===== config.mk =====
export PLATFORM = sky130hd
export DESIGN_NAME = barrel_rotate_pipe
export DESIGN_NICKNAME = d
export VERILOG_FILES = /design/src/rtl/barrel_rotate_pipe.sv
export SDC_FILE = /design/constraint.sdc
export NUM_CORES = 1
export LEC_CHECK = 0
export ABC_AREA = 1
export BUFFER_PORTS_ARGS = -buffer_cell sky130_fd_sc_hd__clkbuf_2
export CELL_PAD_IN_SITES_DETAIL_PLACEMENT = 1
export CELL_PAD_IN_SITES_GLOBAL_PLACEMENT = 2
export CORE_ASPECT_RATIO = 0.9
export CORE_MARGIN = 10
export CORE_UTILIZATION = 36
export CTS_CLUSTER_DIAMETER = 50
export DETAILED_ROUTE_END_ITERATION = 12
export PLACE_DENSITY = 0.82
export SLEW_MARGIN = 10
export SYNTH_ARGS = -nofsm -noshare
export SYNTH_HDL_FRONTEND = slang
export SYNTH_SLANG_ARGS = --single-unit

===== constraint.sdc =====
create_clock -name clk -period 13 [get_ports clk]
set_input_delay 0.65 -clock clk [delete_from_list [all_inputs] [get_ports clk]]
set_output_delay 0.65 -clock clk [all_outputs]
set_load 0.01 [all_outputs]

===== src/rtl/barrel_rotate_pipe.sv =====
// Pipelined WIDTH-bit rotate/shift unit: amount bit k is applied in registered
// stage k, with valid/ready flow control and a single global stall.
module barrel_rotate_pipe #(
  parameter  int WIDTH = 32,
  localparam int SHW   = $clog2(WIDTH)
) (
  input  logic             clk,
  input  logic             rst,
  input  logic             in_valid,
  output logic             in_ready,
  input  logic [WIDTH-1:0] in_data,
  input  logic [SHW-1:0]   in_amt,
  input  logic [1:0]       in_mode,
  output logic             out_valid,
  input  logic             out_ready,
  output logic [WIDTH-1:0] out_data,
  output logic [1:0]       out_mode
);

  localparam logic [1:0] MODE_ROR = 2'b00;
  localparam logic [1:0] MODE_ROL = 2'b01;
  localparam logic [1:0] MODE_SHR = 2'b10;
  localparam logic [1:0] MODE_SHL = 2'b11;

  logic advance_s;

  // One power-of-two step; d never exceeds WIDTH/2, so WIDTH-d stays in range.
  function automatic logic [WIDTH-1:0] step_xform(
    input logic [WIDTH-1:0] x,
    input logic [1:0]       mode,
    input int unsigned      d
  );
    logic [WIDTH-1:0] r;
    case (mode)
      MODE_ROR: r = (x >> d) | (x << (WIDTH - d));
      MODE_ROL: r = (x << d) | (x >> (WIDTH - d));
      MODE_SHR: r = x >> d;
      MODE_SHL: r = x << d;
      default:  r = x;
    endcase
    return r;
  endfunction

  genvar k;
  generate
    for (k = 0; k < SHW; k++) begin : g_stage
      // src_amt_s bit 0 is amount bit k; higher bits belong to later stages.
      logic             src_vld_s;
      logic [WIDTH-1:0] src_data_s;
      logic [SHW-k-1:0] src_amt_s;
      logic [1:0]       src_mode_s;
      logic [WIDTH-1:0] xf_data_s;
      logic             vld_r;
      logic [WIDTH-1:0] data_r;
      logic [1:0]       mode_r;

      if (k == 0) begin : g_src_in
        assign src_vld_s  = in_valid;
        assign src_data_s = in_data;
        assign src_amt_s  = in_amt;
        assign src_mode_s = in_mode;
      end else begin : g_src_prev
        assign src_vld_s  = g_stage[k-1].vld_r;
        assign src_data_s = g_stage[k-1].data_r;
        assign src_amt_s  = g_stage[k-1].g_res.res_r;
        assign src_mode_s = g_stage[k-1].mode_r;
      end

      // Apply this stage's 2^k step only when its amount bit is set.
      always_comb begin
        if (src_amt_s[0]) begin
          xf_data_s = step_xform(src_data_s, src_mode_s, 32'd1 << k);
        end else begin
          xf_data_s = src_data_s;
        end
      end

      // Stage register; the whole pipe advances or holds together.
      always_ff @(posedge clk or posedge rst) begin
        if (rst) begin
          vld_r  <= 1'b0;
          data_r <= '0;
          mode_r <= 2'b00;
        end else if (advance_s) begin
          vld_r  <= src_vld_s;
          data_r <= xf_data_s;
          mode_r <= src_mode_s;
        end else begin
          vld_r  <= vld_r;
          data_r <= data_r;
          mode_r <= mode_r;
        end
      end

      if (k < SHW - 1) begin : g_res
        logic [SHW-k-2:0] res_r;

        // Carry only the amount bits that later stages still need.
        always_ff @(posedge clk or posedge rst) begin
          if (rst) begin
            res_r <= '0;
          end else if (advance_s) begin
            res_r <= src_amt_s[SHW-k-1:1];
          end else begin
            res_r <= res_r;
          end
        end
      end
    end
  endgenerate

  assign out_valid = g_stage[SHW-1].vld_r;
  assign out_data  = g_stage[SHW-1].data_r;
  assign out_mode  = g_stage[SHW-1].mode_r;

  // A bubble at the output never blocks the pipe.
  assign advance_s = !out_valid || out_ready;
  assign in_ready  = advance_s;

endmodule


==> results of run 1 <==
## critical path: stages (launching register included)
cell	delay, ns
sky130_fd_sc_hd__dfrtp_1	0.44
sky130_fd_sc_hd__nand2_8	0.45
sky130_fd_sc_hd__inv_2	0.43
sky130_fd_sc_hd__buf_4	0.69
sky130_fd_sc_hd__nor2_1	0.12
sky130_fd_sc_hd__nand2_1	0.11
sky130_fd_sc_hd__nand2_1	0.05
## flip-flops by register name (all words and copies together), names as in the netlist
name                 cells
g_stage.data_r         128
g_stage.g_res.res_r     10
out_mode                 2
g_stage.vld_r            4
out_data                32
g_stage.mode_r           8
out_valid                1
## area by class of cell
class | count | share of cell area, %
Inverter | 264 | 8.404
Sequential cell | 185 | 38.97
Tap cell | 403 | 4.244
Clock buffer | 19 | 3.644
Timing Repair Buffer | 89 | 3.981
Clock inverter | 13 | 1.369
Multi-Input combinational cell | 1128 | 39.39
## cells by family (layout without fill, tap and decap cells)
family          after synthesis  count (layout)  synth area share [%]
flops                       185             185                 42.65
compound gates              198             198                 9.129
simple gates                930             930                 33.85
buf+inv                     367             385                 14.37
## layer usage
metal	vias up	wire length (um)	track usage, %
li1	5078	-	-
met1	5027	18530	28.22
met2	144	15410	29.04
met3	17	1120	2.791
met4	0	286	3.697
met5	-	0	0
## stage by stage
stage | instance area (um2) | utilization, % | setup WS, ns | std cells | power [mW]
3_5_place_dp | 11280 | 37.86 | 10.09 | 2069 | 2.506
6_report | 11880 | 39.86 | 10.48 | 2101 | 3.029
3_3_place_gp | 11280 | 37.86 | 10.13 | 2069 | 2.470
5_1_grt | 11880 | 39.86 | 10.26 | 2101 | 3.324
4_1_cts | 11880 | 39.86 | 10.49 | 2101 | 3.064
2_1_floorplan | 10860 | - | 7.321 | 1680 | 2.059
## worst max-delay path by stage
stage                     startpoint                    end  cells after the start
final                      out_valid  g_stage[2].data_r[29]                      6
after global routing       out_valid  g_stage[3].data_r[29]                      6
after CTS                  out_valid  g_stage[2].data_r[29]                      6
after detailed placement   out_ready  g_stage[3].data_r[30]                      8
after global placement     out_ready   g_stage[3].data_r[6]                      8
after floorplan                  rst   g_stage[0].data_r[0]                      1
## layout by cell type (no fill, tap or decap)
master | Yosys | routed
sky130_fd_sc_hd__clkinv_4 | 0 | 3
sky130_fd_sc_hd__inv_1 | 257 | 256
sky130_fd_sc_hd__clkinvlp_4 | 0 | 3
sky130_fd_sc_hd__inv_2 | 6 | 6
sky130_fd_sc_hd__nand3_1 | 145 | 145
sky130_fd_sc_hd__nand2_1 | 607 | 607
sky130_fd_sc_hd__bufinv_16 | 0 | 2
sky130_fd_sc_hd__dfrtp_1 | 185 | 185
sky130_fd_sc_hd__clkinv_1 | 1 | 1
sky130_fd_sc_hd__o21ai_0 | 47 | 47
sky130_fd_sc_hd__o21ai_1 | 6 | 6
sky130_fd_sc_hd__buf_4 | 13 | 11
sky130_fd_sc_hd__clkbuf_2 | 1 | 78
sky130_fd_sc_hd__nor2_1 | 177 | 177
sky130_fd_sc_hd__inv_8 | 0 | 2
sky130_fd_sc_hd__inv_6 | 0 | 3
sky130_fd_sc_hd__clkinv_8 | 0 | 1
sky130_fd_sc_hd__nand2_8 | 0 | 1
sky130_fd_sc_hd__clkbuf_1 | 21 | 2
sky130_fd_sc_hd__clkbuf_16 | 0 | 17
sky130_fd_sc_hd__a21oi_1 | 145 | 145
## where the power goes
group / internal, mW / switching (mW) / total (mW) / leakage (nW)
sequential: 0.853 / 0.314 / 1.17 / 2.16
clock: 0.289 / 0.254 / 0.543 / 0.279
combinational: 0.445 / 0.873 / 1.32 / 4.29
total: 1.59 / 1.44 / 3.03 / 6.73
==> impl_summary.txt, run 1 <==
----------------------------------------------------
[Outcome]
  Run status ... complete, no violations

[Yosys]
  Syn Std Cell Area ... 10860 um2
  Flip-flop and latch count after synthesis ... 185
  Proportion of register bits with asynchronous set or reset after synthesis ... 100.0%
  Most common cell in the netlist ... sky130_fd_sc_hd__nand2_1
  Most area-consuming cells after synthesis ... sky130_fd_sc_hd__dfrtp_1 43%, sky130_fd_sc_hd__nand2_1 21%, sky130_fd_sc_hd__inv_1 8.9%
  Ys flop type ... sky130_fd_sc_hd__dfrtp_1
  EDFF count, synth ... 0
  Synthesized instance count ... 1680
  Number of warnings issued by yosys ... 0
  Avg Inst Size Synth ... 6.462 um2
  Net count of the mapped netlist ... 1723
  Post-synthesis cell type with the largest combined area ... sky130_fd_sc_hd__dfrtp_1
  Fraction of the yosys area taken by sequential cells ... 42.65%
  Post-synthesis cell type count ... 17
  Synth top cells by count ... 607 x sky130_fd_sc_hd__nand2_1, 257 x sky130_fd_sc_hd__inv_1, 185 x sky130_fd_sc_hd__dfrtp_1
  Yosys top cell area share ... 42.65%

[Die]
  Std-Cell Core Area ... 29800 um2
  Count of boundary I/O pins ... 79
  Initial cell density of the core ... 36.42%
  Floorplan row count ... 60
  Die Outline Area ... 37510 um2
  Die width ... 203.0 um
  Height of the die ... 184.7 um

[Cells and area]
  Area growth from synthesis to layout ... 9.439%
  Final net count ... 1728
  Antenna cell count ... 0
  Register area ... 4629 um2
  Area of the multi-input gates ... 4679 um2
  Share of cells above drive strength 1 ... 7.479%
  Final-layout fill cell count ... 3954

[Timing]
  Number of slew-limit violations in the final report ... 0
  Share of the clock period used by the worst path after layout ... 19.35%
  FMAX ... 0.3976 GHz
  Post-route minimum period ... 2.515 ns
  Post-Route Hold Slack ... 0.4067 ns
  Unrepaired setup endpoints after global routing ... no
  Final hold violation count ... 0
  Slew at the pin with the worst max-slew slack ... 1.100 ns
  Post-route setup TNS ... 0 ns
  Slew HR ... 26.61%
  Worst setup skew after layout ... 0.01514 ns
  Final setup vio count ... 0

[Power and ir drop]
  Maximum resistive drop on vdd ... 0.1428 mV
  Total power density per cell area ... 254.9 nW/um2
  Leak Pwr ... 6.727 nW

[Setup path]
  Nature of the critical path startpoint ... flip-flop
  Reg-to-reg critical path startpoint ... out_valid
  Worst path required time ... 13.34 ns
  Nature of the critical path endpoint ... flip-flop
  Maximum fanout along the worst path ... 130
  R2R cell count ... 6
  Worst Setup Path Type ... flip-flop to flip-flop
  Reg-to-Reg End ... g_stage[2].data_r[29]
  Worst Path Arrival ... 2.85 ns
  R2R Setup Slk ... 10.48 ns

[Route]
  Via Count ... 10266
  DRT iter0 DRCs ... 540
  Final routed wire length divided by cell count ... 16.83 um
  Detailed-routing iteration count for the pre-antenna-repair pass ... 5
  Overall routed net length ... 35.35 mm
  Ratio of routed vias to standard cells ... 4.886
  Residual DRC count ... 0
  Number of nets with antenna violations after detailed routing ... 0

[Global route]
  Largest net degree at the start of global routing ... 131
  GR Util All Layers ... 19.14%
  Total grt overflow ... 0
  Initial antenna violation count ... 0
  Wire length of the first global-routing pass ... 58.08 mm
  Via count of the first global-routing pass ... 10280

[Run]
  Max-cap violations ... 0

[Clocking]
  CTS clock-pin slew for the worst setup and hold paths ... 0.08 ns
  Number of gates given a new drive strength after cts ... 0
  Root Driver ... sky130_fd_sc_hd__clkbuf_16
  Number of clock sinks seen by CTS ... 185
  Number of hold buffers added after cts ... 0
  Buffer levels on the longest clock path ... 2
  Clock latency on the worst-skew pair ... 0.45 ns
  Total CTS buffers ... 17
  Post-CTS setup repair buffer count ... 0
  Number of levels in the clock H-tree ... 4
  TritonCTS clock tree ... yes

[Hold path]
  Worst Hold Class ... primary input to asynchronous set/reset pin

[Placement]
  Placer Congestion ... 0.7850
  Final HPWL from detailed placement ... 24.11 mm
  Total of buffers placed on input and output ports ... 78

----------------------------------------------------
(Power assumes the default switching activity.)
==> run 2, diff against run 1 <==
--- a/config.mk
+++ b/config.mk
@@ -5,16 +5,16 @@
 export SDC_FILE = /design/constraint.sdc
 export NUM_CORES = 1
 export LEC_CHECK = 0
-export ABC_AREA = 1
+export ABC_AREA = 0
 export BUFFER_PORTS_ARGS = -buffer_cell sky130_fd_sc_hd__clkbuf_2
 export CELL_PAD_IN_SITES_DETAIL_PLACEMENT = 1
 export CELL_PAD_IN_SITES_GLOBAL_PLACEMENT = 2
 export CORE_ASPECT_RATIO = 0.9
 export CORE_MARGIN = 10
-export CORE_UTILIZATION = 36
+export CORE_UTILIZATION = 39
 export CTS_CLUSTER_DIAMETER = 50
 export DETAILED_ROUTE_END_ITERATION = 12
-export PLACE_DENSITY = 0.82
+export PLACE_DENSITY = 0.78
 export SLEW_MARGIN = 10
 export SYNTH_ARGS = -nofsm -noshare
 export SYNTH_HDL_FRONTEND = slang
==> constraint.sdc (replaced) <==
create_clock -name clk -period 2.48 [get_ports clk]
set_input_delay 0.124 -clock clk [delete_from_list [all_inputs] [get_ports clk]]
set_output_delay 0.124 -clock clk [all_outputs]
set_load 0.01 [all_outputs]
==> run 2 against run 1 <==
Against the previous run: hold slack got worse by 0.37 ns; register-to-register slack got worse by 9.7 ns; first-iteration DRC count down 4.6%; critical path type is now flip-flop to output port.
==> impl_summary.txt, run 2 <==
----------------------------------------------------
[Setup path]
  Worst path required time ... 2.36 ns
  Nature of the critical path endpoint ... output port
  Maximum fanout along the worst path ... 56
  R2R cell count ... 3
  Nature of the critical path startpoint ... flip-flop
  Worst Setup Path Type ... flip-flop to output port
  Worst Path Arrival ... 1.93 ns

[Yosys]
  Yosys top cell area share ... 46.68%
  Proportion of register bits with asynchronous set or reset after synthesis ... 100.0%
  Syn Std Cell Area ... 9917 um2
  Ys flop type ... sky130_fd_sc_hd__dfrtp_1
  Post-synthesis cell type with the largest combined area ... sky130_fd_sc_hd__dfrtp_1
  Most area-consuming cells after synthesis ... sky130_fd_sc_hd__dfrtp_1 47%, sky130_fd_sc_hd__mux2i_1 9.9%, sky130_fd_sc_hd__a211oi_1 6.2%
  EDFF count, synth ... 0
  Synth top cells by count ... 185 x sky130_fd_sc_hd__dfrtp_1, 149 x sky130_fd_sc_hd__nor2_1, 107 x sky130_fd_sc_hd__nand2_1
  Synthesized instance count ... 1031
  Number of warnings issued by yosys ... 0
  Post-synthesis cell type count ... 37
  Flip-flop and latch count after synthesis ... 185
  Avg Inst Size Synth ... 9.619 um2
  Net count of the mapped netlist ... 1074
  Most common cell in the netlist ... sky130_fd_sc_hd__dfrtp_1
  Fraction of the yosys area taken by sequential cells ... 46.68%

[Power and ir drop]
  Part of the total power dissipated in combinational logic ... 41.3%
  Total power density per cell area ... 1351 nW/um2
  NetSw ... 6.279 mW
  Relative contribution of sequential cells to total power ... 40.9%
  Total power of the final layout ... 14.86 mW
  Clock group share of total power ... 17.8%
  Internal cell power ... 8.578 mW
  Switching Share ... 42.26%
  Leak Pwr ... 5.273 nW
  Maximum resistive drop on vdd ... 0.7251 mV

[Die]
  Die width ... 188.1 um
  Floorplan row count ... 55
  Count of boundary I/O pins ... 79
  Die Outline Area ... 32220 um2
  Initial cell density of the core ... 39.48%
  Height of the die ... 171.3 um
  Std-Cell Core Area ... 25120 um2

[Placement]
  Placer Congestion ... 0.7769
  Final HPWL from detailed placement ... 18.84 mm
  Inst Count DP ... 1377
  Total of buffers placed on input and output ports ... 78
  Worst setup slack before clock tree synthesis ... 0.8216 ns

[Clocking]
  Number of levels in the clock H-tree ... 4
  Total CTS buffers ... 17
  Buffer levels on the longest clock path ... 2
  CTS clock-pin slew for the worst setup and hold paths ... 0.07 ns
  TritonCTS clock tree ... yes
  Post-CTS setup repair buffer count ... 0
  Root Driver ... sky130_fd_sc_hd__clkbuf_16
  Clock latency on the worst-skew pair ... 0.44 ns
  Number of clock sinks seen by CTS ... 185

[Timing]
  Share of the clock period used by the worst path after layout ... 83.02%
  Smallest setup slack after layout ... 0.4211 ns
  FMAX ... 0.4857 GHz
  Post-route minimum period ... 2.059 ns
  Final hold violation count ... 0
  Number of slew-limit violations in the final report ... 0
  Unrepaired setup endpoints after global routing ... no
  Final setup vio count ... 0
  Slew at the pin with the worst max-slew slack ... 0.7653 ns
  Post-Route Hold Slack ... 0.03813 ns
  Worst setup skew after layout ... 0.01099 ns
  Slew HR ... 48.98%

[Cells and area]
  Commonest non-fill, non-tap cells in the layout ... 185 x sky130_fd_sc_hd__dfrtp_1, 149 x sky130_fd_sc_hd__nor2_1, 107 x sky130_fd_sc_hd__nand2_1, 98 x sky130_fd_sc_hd__mux2i_1
  Share of cells above drive strength 1 ... 13.69%
  Antenna cell count ... 0
  Area growth from synthesis to layout ... 10.89%
  Reg with most FFs ... g_stage.data_r
  Number of flip-flops in the largest register ... 128
  Number of standard cells in the final layout excluding fillers ... 1416
  Leading cell type in the layout, fill and taps excluded ... sky130_fd_sc_hd__dfrtp_1
  Final net count ... 1104

[Route]
  Final routed wire length divided by cell count ... 19.25 um
  Ratio of routed vias to standard cells ... 5.525
  Detailed-routing iteration count for the pre-antenna-repair pass ... 4
  Routed wire length on met2 ... 12.68 mm
  Met3 wire length ... 814 um
  Overall routed net length ... 27.26 mm
  Wl on met1 ... 13.54 mm
  Highest metal used ... met4
  Residual DRC count ... 0
  Number of nets with antenna violations after detailed routing ... 0
  DRT iter0 DRCs ... 515
  Via Count ... 7823

[Global route]
  Largest net degree at the start of global routing ... 151
  Via count of the first global-routing pass ... 8059
  Wire length of the first global-routing pass ... 45.40 mm
  Initial antenna violation count ... 0
  GR Util All Layers ... 17.27%
  Total grt overflow ... 0

[Outcome]
  Run status ... complete, no violations

[Run]
  Max-cap violations ... 0

[Hold path]
  Worst Hold Class ... primary input to flip-flop
  Worst hold path stage count ... 3

----------------------------------------------------
## run 2: critical path, cell delays in order, from the launching register on
cell and delay (ns):
sky130_fd_sc_hd__dfrtp_1 0.38, sky130_fd_sc_hd__nor2b_4 0.15, sky130_fd_sc_hd__inv_4 0.43, sky130_fd_sc_hd__buf_12 0.32, sky130_fd_sc_hd__clkbuf_2 0.18
## run 2: final timing paths
kind / startpoint / endpoint / slack (ns)
setup / recovery: out_valid / in_ready / 0.42
hold / removal: in_data[31] / g_stage[0].data_r[31] / 0.04
setup reg to reg: g_stage[3].mode_r[0] / out_data[11] / 0.79
hold reg to reg: g_stage[1].g_res.res_r[1] / g_stage[1].g_res.res_r[1] / 0.47
max in group asynchronous: rst / out_mode[0] / 1.54
min in group asynchronous: rst / g_stage[1].data_r[18] / 0.19
## run 2: logic make-up after synthesis
kind of cell	synth area share, %
AO/OA/AOI/OAI	24.78
AND/OR/NAND/NOR	11.37
flip-flops	46.68
buffers and inverters	7.280
multiplexers	9.891
## run 2: cell type report
type	count	area, um2
timing repair buffer	109	703.2
clock buffer	19	432.9
inverter	30	118.9
tap	342	427.9
fill	2861	14120
sequential	185	4629
clock inverter	13	118.9
multi-input combinational	718	4566
## run 2: routing by layer
| layer | vias up | global-route usage (%) |
|---|---|---|
| li1 | 3752 | - |
| met1 | 3962 | 24.17 |
| met2 | 97 | 27.04 |
| met3 | 12 | 3.239 |
| met4 | 0 | 4.135 |
| met5 | - | 0 |
## run 2: repair_timing
action / 4_1_cts / 5_1_grt
hold endpoints to repair: 67 / 0
endpoints found under the setup margin: 0 / 0
gates resized for setup: 0 / 0
hold buffers: 7 / 0
## run 2: through the flow
step	util [%]	TNS, ns	instance area [um2]
after floorplan	-	-4.167	9921
after global placement	41.31	0	10380
after detailed placement	41.31	0	10380
after CTS	43.78	0	11000
after global routing	43.78	0	11000
final	43.78	0	11000
## run 2: power by group through the flow
| stage | logic, mW | clock network (mW) | registers (mW) |
|---|---|---|---|
| 2_1_floorplan | 4.95 | 0 | 5.52 |
| 3_3_place_gp | 6.03 | 0 | 6.13 |
| 3_5_place_dp | 6.20 | 0 | 6.14 |
| 4_1_cts | 6.26 | 2.73 | 6.09 |
| 5_1_grt | 6.97 | 2.85 | 6.30 |
| 6_report | 6.14 | 2.64 | 6.08 |
==> run 3, diff against run 2 <==
==> constraint.sdc (replaced) <==
create_clock -name clk -period 2.1 [get_ports clk]
set_input_delay 0.105 -clock clk [delete_from_list [all_inputs] [get_ports clk]]
set_output_delay 0.105 -clock clk [all_outputs]
set_load 0.01 [all_outputs]
==> run 3 against run 2 <==
Against the previous run: total power increased by 20%; hold slack got worse by 0.017 ns; clock skew about the same; clock power increased by 19%; critical path depth unchanged; sequential share of layout area decreased by 0.75 points; via count increased by 1.6%; combinational power increased by 22%; sequential power increased by 19%; first-iteration DRC count decreased by 21%; global-route usage increased by 0.14 points; highest routed layer unchanged.
==> impl_summary.txt, run 3 (same netlist as run 2, synthesis figures left out) <==
----------------------------------------------------
[Outcome]
  Run status ... complete, no violations

[Timing]
  Slew at the pin with the worst max-slew slack ... 0.7912 ns
  Slew HR ... 47.25%
  Post-route minimum period ... 1.816 ns
  Share of the clock period used by the worst path after layout ... 86.45%
  Final setup vio count ... 0
  Smallest setup slack after layout ... 0.2845 ns
  Final hold violation count ... 0
  Worst setup skew after layout ... 0.01144 ns
  Number of slew-limit violations in the final report ... 0
  Unrepaired setup endpoints after global routing ... no
  Post-Route Hold Slack ... 0.02090 ns
  FMAX ... 0.5508 GHz

[Placement]
  Final HPWL from detailed placement ... 19.52 mm
  Placed standard-cell area ... 10570 um2
  Placer Congestion ... 0.7722
  Total of buffers placed on input and output ports ... 78
  Worst setup slack before clock tree synthesis ... 0.5554 ns

[Hold path]
  Worst Hold Class ... primary input to flip-flop
  Hold-critical path endpoint ... g_stage[0].data_r[31]
  Worst hold path stage count ... 3
  Start point of the worst min-delay path ... in_data[31]

[Route]
  Number of nets with antenna violations after detailed routing ... 0
  Final routed wire length divided by cell count ... 19.32 um
  Detailed-routing iteration count for the pre-antenna-repair pass ... 5
  Overall routed net length ... 27.58 mm
  Via Count ... 7947
  Residual DRC count ... 0
  DRT iter0 DRCs ... 408
  Ratio of routed vias to standard cells ... 5.565

[Cells and area]
  Leading cell type in the layout, fill and taps excluded ... sky130_fd_sc_hd__dfrtp_1
  Reg with most FFs ... g_stage.data_r
  Antenna cell count ... 0
  Share of cells above drive strength 1 ... 14.73%
  Fin area ... 11200 um2
  Commonest non-fill, non-tap cells in the layout ... 185 x sky130_fd_sc_hd__dfrtp_1, 149 x sky130_fd_sc_hd__nor2_1, 107 x sky130_fd_sc_hd__nand2_1, 98 x sky130_fd_sc_hd__mux2i_1
  Area growth from synthesis to layout ... 12.89%
  Number of flip-flops in the largest register ... 128
  Final-layout fill cell count ... 2877
  Final net count ... 1116

[Setup path]
  Worst path required time ... 2.00 ns
  CP cell instances ... nor2b_4 -> inv_4 -> buf_12 -> clkbuf_2
  Reg-to-Reg End ... g_stage[3].data_r[13]
  Worst Setup Path Type ... flip-flop to output port
  R2R cell count ... 4
  Library cell contributing the largest single delay on the critical path ... sky130_fd_sc_hd__dfrtp_1
  Cell type group with the largest total delay on the critical path ... buffers and inverters
  Reg-to-reg critical path startpoint ... g_stage[2].mode_r[0]
  Delay of the slowest cell on the worst path ... 0.38 ns
  Maximum fanout along the worst path ... 38
  CP bufs+invs ... 3
  R2R Setup Slk ... 0.55 ns
  Nature of the critical path endpoint ... output port
  Worst Path Arrival ... 1.71 ns
  Depth of the critical timing path with buffers and inverters included ... 4
  Nature of the critical path startpoint ... flip-flop

[Global route]
  GR Util All Layers ... 17.41%
  Via count of the first global-routing pass ... 8191
  Total grt overflow ... 0
  Initial antenna violation count ... 0
  Largest net degree at the start of global routing ... 103
  Wire length of the first global-routing pass ... 45.75 mm

[Die]
  Count of boundary I/O pins ... 79
  Height of the die ... 171.3 um
  Die width ... 188.1 um
  Initial cell density of the core ... 39.48%
  Std-Cell Core Area ... 25120 um2
  Die Outline Area ... 32220 um2
  Floorplan row count ... 55

[Clocking]
  Root Driver ... sky130_fd_sc_hd__clkbuf_16
  Clock latency on the worst-skew pair ... 0.44 ns
  CTS clock-pin slew for the worst setup and hold paths ... 0.08 ns
  TritonCTS clock tree ... yes
  Number of clock sinks seen by CTS ... 185
  Total CTS buffers ... 17
  Buffer levels on the longest clock path ... 2
  Number of gates given a new drive strength after cts ... 0
  Number of levels in the clock H-tree ... 4

[Run]
  Max-cap violations ... 0

[Power and ir drop]
  Total power density per cell area ... 1590 nW/um2
  Maximum resistive drop on vdd ... 0.7286 mV
  Leak Pwr ... 5.364 nW

----------------------------------------------------
-- run 3: changes by cell type in the layout (fill, tap and decap cells not counted) --
cell,previous run,this run
sky130_fd_sc_hd__buf_12,5,13
sky130_fd_sc_hd__inv_8,0,6
sky130_fd_sc_hd__buf_4,19,23
sky130_fd_sc_hd__clkinv_2,4,1
sky130_fd_sc_hd__inv_6,5,2
sky130_fd_sc_hd__bufinv_16,1,0
sky130_fd_sc_hd__clkbuf_1,2,1
sky130_fd_sc_hd__clkinv_4,2,3
sky130_fd_sc_hd__clkinvlp_4,2,3
-- run 3: worst reg2reg max path, stage by stage (launching register included) --
cell and delay, ns:
sky130_fd_sc_hd__dfrtp_1 0.59, sky130_fd_sc_hd__buf_4 0.37, sky130_fd_sc_hd__mux2i_1 0.23, sky130_fd_sc_hd__a211oi_1 0.10, sky130_fd_sc_hd__a21o_1 0.17
-- run 3: what timing repair did --
action                                  4_1_cts  5_1_grt
hold buffers                                  7        0
hold endpoints to repair                     25        0
endpoints found under the setup margin        0        0
setup buffers                                 0        0
-- run 3: area by class of cell --
cell class / count / area (um2) / area share [%]
inverters: 30 / 118.9 / 1.062
clock buffers: 18 / 429.2 / 3.833
clock inverters: 14 / 131.4 / 1.173
repair buffers: 121 / 893.4 / 7.979
well taps: 342 / 427.9 / 3.822
multi-input cells: 718 / 4566 / 40.78
flip-flops and latches: 185 / 4629 / 41.35
-- run 3: how the worst max path moves through the flow --
stage,from,to,slack [ns]
CTS,out_valid,in_ready,0.25
global placement,g_stage[2].mode_r[0],g_stage[3].data_r[15],0.60
detailed placement,g_stage[3].mode_r[1],out_data[20],0.56
floorplan,rst,g_stage[0].data_r[0],-0.38
finish,out_valid,in_ready,0.28
global route,out_valid,in_ready,0.17
-- run 3: power breakdown --
group | switching, mW | leakage [nW] | internal [mW]
Combinational | 4.11 | 2.90 | 3.36
Sequential | 1.92 | 2.19 | 5.29
Clock | 1.55 | 0.273 | 1.57
-- run 3: through the flow --
step	power, mW	TNS, ns	util, %	std cells
global placement	14.57	0	42.06	1389
finish	17.81	0	44.57	1428
global route	19.29	0	44.57	1428
detailed placement	14.79	0	42.06	1389
CTS	18.03	0	44.57	1428
floorplan	12.37	-70.95	-	1031
-- run 3: per-layer routing --
| metal | vias up | share of wire (%) | global-route usage, % |
|---|---|---|---|
| met1 | 4052 | 50 | 24.58 |
| met5 | - | 0 | 0 |
| met4 | 0 | 1.1 | 4.065 |
| met3 | 20 | 3.1 | 3.016 |
| met2 | 101 | 46 | 27.22 |
| li1 | 3774 | - | - |
